--- src/rtl/audio_sample_scheduler.sv ---
// Paces a valid/ready sample source at the audio rate: one src_ready window per DIV-cycle period,
// registered sample output with strobe, underrun detection and mute. Optional: AUDIO_SCHED_UNDERRUN_CNT_EN.
module audio_sample_scheduler #(
    parameter int DATA_W  = 24,
    parameter int DIV     = 1134,
    parameter int TIMEOUT = 16
) (
    input  logic              clk,
    input  logic              reset_n,
    input  logic              enable,
    input  logic              mute,
    input  logic              src_valid,
    input  logic [DATA_W-1:0] src_data,
    output logic              src_ready,
    output logic [DATA_W-1:0] sample_out,
    output logic              sample_strobe,
    output logic              underrun,
    output logic [15:0]       underrun_count,
    input  logic              cnt_clear
);

    localparam int TICK_W = $clog2(DIV);
    localparam int WAIT_W = $clog2(TIMEOUT + 1);

    typedef enum logic [1:0] {S_IDLE, S_WAIT, S_FETCH} state_e;

    state_e              state_q, state_d;
    logic [TICK_W-1:0]   tick_cnt_q, tick_cnt_d;
    logic [WAIT_W-1:0]   wait_q, wait_d;
    logic                src_ready_q, src_ready_d;
    logic [DATA_W-1:0]   sample_q, sample_d;
    logic                strobe_q, strobe_d;
    logic                underrun_q, underrun_d;

    logic tick;
    logic handshake;
    logic timeout;

    assign tick      = (tick_cnt_q == TICK_W'(DIV - 1));
    assign handshake = (state_q == S_FETCH) && src_ready_q && src_valid;
    assign timeout   = (state_q == S_FETCH) && !handshake && (wait_q == WAIT_W'(TIMEOUT - 1));

    // The period counter only runs once the FSM has left IDLE, so the first tick lands DIV cycles after enable.
    always_comb begin
        tick_cnt_d = '0;
        if (enable && state_q != S_IDLE)
            tick_cnt_d = tick ? '0 : tick_cnt_q + TICK_W'(1);
    end

    // NOTE: every always_comb output gets a default first so no path can leave it unassigned (no latch).
    always_comb begin
        state_d = state_q;
        unique case (state_q)
            S_IDLE:  if (enable) state_d = S_WAIT;
            S_WAIT:  if (!enable) state_d = S_IDLE;
                     else if (tick) state_d = S_WAIT == S_WAIT ? S_FETCH : S_WAIT;
            S_FETCH: if (handshake) state_d = enable ? S_WAIT : S_IDLE;
                     else if (!enable) state_d = S_IDLE;
                     else if (timeout) state_d = S_WAIT;
            default: state_d = S_IDLE;
        endcase
    end

    // A completed handshake wins over a concurrent disable; an expiring wait does not.
    always_comb begin
        src_ready_d = (state_d == S_FETCH);
        wait_d      = (state_q == S_FETCH && state_d == S_FETCH) ? wait_q + WAIT_W'(1) : '0;
        sample_d    = sample_q;
        strobe_d    = 1'b0;
        underrun_d  = 1'b0;
        if (handshake) begin
            sample_d = mute ? '0 : src_data;
            strobe_d = 1'b1;
        end else if (timeout && enable) begin
            if (mute) sample_d = '0;
            strobe_d   = 1'b1;
            underrun_d = 1'b1;
        end
    end

    // NOTE: sequential state uses non-blocking assignments so every flop samples pre-edge values.
    always_ff @(posedge clk or negedge reset_n) begin
        if (!reset_n) begin
            state_q     <= S_IDLE;
            tick_cnt_q  <= '0;
            wait_q      <= '0;
            src_ready_q <= 1'b0;
            sample_q    <= '0;
            strobe_q    <= 1'b0;
            underrun_q  <= 1'b0;
        end else begin
            state_q     <= state_d;
            tick_cnt_q  <= tick_cnt_d;
            wait_q      <= wait_d;
            src_ready_q <= src_ready_d;
            sample_q    <= sample_d;
            strobe_q    <= strobe_d;
            underrun_q  <= underrun_d;
        end
    end

    assign src_ready     = src_ready_q;
    assign sample_out    = sample_q;
    assign sample_strobe = strobe_q;
    assign underrun      = underrun_q;

`ifdef AUDIO_SCHED_UNDERRUN_CNT_EN
    logic [15:0] cnt_q, cnt_d;

    // Counts visible underrun pulses; a clear in the pulse cycle takes precedence.
    always_comb begin
        cnt_d = cnt_q;
        if (cnt_clear)
            cnt_d = '0;
        else if (underrun_q && cnt_q != 16'hFFFF)
            cnt_d = cnt_q + 16'd1;
    end

    always_ff @(posedge clk or negedge reset_n) begin
        if (!reset_n) cnt_q <= '0;
        else          cnt_q <= cnt_d;
    end

    assign underrun_count = cnt_q;
`else
    logic unused_cnt_clear;
    assign unused_cnt_clear = cnt_clear;
    assign underrun_count   = '0;
`endif

endmodule
--- config.mk ---
export PLATFORM = sky130hd
export DESIGN_NAME = audio_sample_scheduler
export DESIGN_NICKNAME = d
export VERILOG_FILES = /design/src/rtl/audio_sample_scheduler.sv
export SDC_FILE = /design/constraint.sdc
export NUM_CORES = 1
export LEC_CHECK = 0
export ABC_AREA = 0
export CAP_MARGIN = 10
export CORE_ASPECT_RATIO = 1.4
export CORE_UTILIZATION = 44
export DETAILED_ROUTE_END_ITERATION = 10
export PLACE_DENSITY = 0.8
export SLEW_MARGIN = 10
export SYNTH_ARGS = -nofsm -noshare
export SYNTH_HDL_FRONTEND = slang
export SYNTH_SLANG_ARGS = --single-unit
--- constraint.sdc ---
create_clock -name clk -period 2 [get_ports clk]
set_clock_uncertainty 0.1 [all_clocks]
set_input_delay 0.3 -clock clk [delete_from_list [all_inputs] [get_ports clk]]
set_output_delay 0.3 -clock clk [all_outputs]
set_load 0.05 [all_outputs]
==> metrics.yaml <==
floorplan:
  dieArea_um2: 4710
  initial_core_util_pct: 46.04
  die-height_um: 80.81
  die_width_um: 58.29
  core_area_um2: 4239
  design.portCount: 73
  rows: 28
pwr:
  power_density_nw_per_um2: 713.5
  part_of_the_total_power_dissipated_in_sequential_elements_pct: 49.5
  power_report.internal_total_mw: 1.433
  switching_share_pct: 24.66
  vdd_ir_drop_max_mv: 0.3818
  totalPowerFinal_mw: 1.901
  comb_power_share_pct: 14.2
  power.static_leakage_nw: 1.161
  clock_power_share_pct: 36.3
  power_switching_mw: 0.4688
sta:
  relSlewSlack_pct: 63.26
  period_minus_slack_ns: 1.865
  timing.final.hold_violations: 0
  timing_max_transition_violations_final: 0
  post-route-period-util_pct: 93.23
  max_frequency_mhz: 536.3
  worstMarginPinSlew_ns: 0.5512
  finalSetupViolCount: 0
  rsz0062_at_grt: "no"
  tns_ns: 0
routing:
  drt_drc_violations_left: 0
  vias: 1441
  vias_per_cell: 5.038
  initialDrtViolationCount: 70
  first_pass_iters: 4
  postRouteWirelength_mm: 3.710
  avgRoutedWirePerCell_um: 12.97
  antenna_left: 0
finish:
  fin_cells: 286
  layout.cells.most_common_list: "sky130_fd_sc_hd__clkdlybuf4s50_1 (54), sky130_fd_sc_hd__dfrtp_1 (45), sky130_fd_sc_hd__a22o_1 (24)"
  net_count_reported_at_finish: 259
  flow.area_growth_from_synthesis_pct: 36.54
  footprint_of_the_multi_input_gates_um2: 721.9
  layout.cells.most_common: "sky130_fd_sc_hd__clkdlybuf4s50_1"
  fillers: 342
  final_layout_size_suffix_gt1_share_pct: 8.407
  antenna_cells_inserted: 0
  sequential_cell_area_um2: 1126
global_route:
  grt_max_degree: 46
  global_route_track_usage_on_met1_pct: 17.83
  grt_pass1_vias: 1374
  grt.busiest_layer: "met2"
  global_route.usage.met2_pct: 31.03
  grt_usage_pct: 16.89
  gr-total-overflow: 0
  grt_first_pass_wirelength_mm: 5.975
  initial_antenna_violation_count: 0
  grtUsageMet3_pct: 4.618
place:
  total_placed_cells_including_tap_cells: 277
  placement.io_buffers: 55
  dp_hpwl_mm: 2.636
  routabilityCongestion: 0.6930
setup_path:
  critical_path_arrival_ns: 1.46
  cp_top_family: "buffers and inverters"
  crit_path_max_incr_delay_ns: 0.81
  worst_path_max_delay_cell: "sky130_fd_sc_hd__clkdlybuf4s50_1"
  worstSetupPathType: "flip-flop to primary output"
  timing.critical_path.to_type: "primary output"
  crit_chain: "clkdlybuf4s50_1"
  path_max_fanout: 2
  cp_data_required_time_ns: 1.60
  setup.worst_path.start_class: "flip-flop"
  cp_bufs_invs: 1
synth:
  yosys_register_bits: 45
  synth_cell_type_count: 33
  synth.yosys.seq_area_share_pct: 57.69
  synth_warnings: 0
  netlist_instances: 164
  syn_area_um2: 1952
  avgSynthCellArea_um2: 11.90
clock_network:
  postCtsResizedCells: 0
  cts.path.max_buffers: 2
  clock-sinks: 45
  h-tree-depth: 2
  cts-buffers-inserted: 5
  worst_skew_pair_later_pin_latency_ns: 0.29
  path_clk_slew_ns: 0.07
  clockRootBuffer: "sky130_fd_sc_hd__clkbuf_8"
  clock_tree_from_tritoncts: "built"
flow_run:
  max_cap_violations: 0
run_status:
  status: "finished clean"
min_path:
  worst_hold_path_type: "flip-flop to flip-flop"
[repair_timing]
action                    4_1_cts  5_1_grt
hold endpoints to repair       45        0
hold buffers                    1        0
buffers inserted                0        0
[cell type report]
type | count | area share [%]
Clock buffer | 7 | 3.239
Clock inverter | 1 | 1.127
Inverter | 4 | 0.5634
Multi-Input combinational cell | 109 | 27.09
Sequential cell | 45 | 42.25
Tap cell | 60 | 2.817
Timing Repair Buffer | 60 | 22.91
[through the flow]
step           cell area [µm²]  hold WS [ns]  setup slack [ns]  util (%)
2_1_floorplan             2008      -0.09559            0.2604         -
3_3_place_gp              2539        0.3114            0.2067     59.89
3_5_place_dp              2539        0.3146            0.1709     59.89
4_1_cts                   2665        0.3673            0.1130     62.87
5_1_grt                   2665        0.3954           0.06075     62.87
6_report                  2665        0.3636            0.1353     62.87
[state kept, by name, summed over array words and instances, names as in the netlist]
signal         flops
sample_out        24
tick_cnt_q        11
wait_q             5
state_q            2
sample_strobe      1
src_ready          1
underrun           1
[cells in the mapped netlist (all sizes together)]
| cell | count | area share (%) |
|---|---|---|
| nor3 | 1 | 0.51 |
| nand4bb | 1 | 0.58 |
| nor3b | 1 | 0.38 |
| a22o | 24 | 11 |
| o21ai | 6 | 1.5 |
| a21o | 1 | 0.38 |
| dfrtp | 45 | 58 |
| xor2 | 3 | 1.3 |
| and3 | 1 | 0.32 |
| a21oi | 7 | 1.8 |
| or4 | 3 | 1.2 |
| and2 | 1 | 0.32 |
| nor2 | 10 | 1.9 |
| or3 | 3 | 1.1 |
| and4 | 1 | 0.45 |
| nand3 | 6 | 1.8 |
| nor4b | 1 | 0.45 |
| nand2 | 6 | 1.2 |
| o31ai | 3 | 1.2 |
| conb | 1 | 0.19 |
| xnor2 | 2 | 0.90 |
| nand2b | 2 | 0.64 |
| ha | 4 | 2.6 |
| nand4 | 3 | 1.3 |
| buf | 21 | 7.4 |
| nand3b | 1 | 0.38 |
| inv | 4 | 0.77 |
| a31o | 1 | 0.45 |
| and4b | 1 | 0.58 |
[power groups by stage]
stage                     sequential [mW]  clock (mW)  combinational [mW]
after floorplan                      1.02           0               0.114
after global placement              0.959           0               0.268
after detailed placement            0.960           0               0.270
after CTS                           0.941       0.715               0.272
after global routing                0.944       0.752               0.286
final                               0.941       0.690               0.270
[worst reg2reg max path, stage by stage (launching register included)]
cell	delay, ns
sky130_fd_sc_hd__dfrtp_1	0.37
sky130_fd_sc_hd__ha_1	0.19
sky130_fd_sc_hd__and3_1	0.17
sky130_fd_sc_hd__ha_1	0.19
sky130_fd_sc_hd__nand3_1	0.10
sky130_fd_sc_hd__a21o_1	0.21
sky130_fd_sc_hd__buf_12	0.16
sky130_fd_sc_hd__a22o_1	0.25
[metal layers]
| layer | up-vias | share of wire, % |
|---|---|---|
| met4 | 0 | 1.7 |
| met5 | - | 0 |
| met2 | 46 | 54 |
| met1 | 708 | 39 |
| met3 | 5 | 5.8 |
| li1 | 682 | - |
[worst paths after layout]
path	from	endpoint	slack, ns	cells after the start
hold / removal	wait_q[0]$_DFF_PN0_	wait_q[0]$_DFF_PN0_	0.36	1
setup reg to reg	wait_q[0]$_DFF_PN0_	sample_out[15]$_DFFE_PN0P_	0.16	7
setup / recovery	sample_out[19]$_DFFE_PN0P_	sample_out[19]	0.14	1
min in group asynchronous	reset_n	sample_out[0]$_DFFE_PN0P_	0.52	3
max in group asynchronous	reset_n	sample_out[15]$_DFFE_PN0P_	0.90	3
hold reg to reg	wait_q[0]$_DFF_PN0_	wait_q[0]$_DFF_PN0_	0.36	1
[cells by family after synthesis]
| kind of cell | after synthesis | synth area share [%] |
|---|---|---|
| other | 1 | 0.1921 |
| and+or+nand+nor | 42 | 13.01 |
| xor gates and xnor gates | 5 | 2.244 |
| DFF | 45 | 57.69 |
| adders and majority gates | 4 | 2.564 |
| buffers and inverters | 25 | 8.205 |
| AOI/OAI and AO/OA | 42 | 16.09 |
Power figures use the tool's default switching activity.
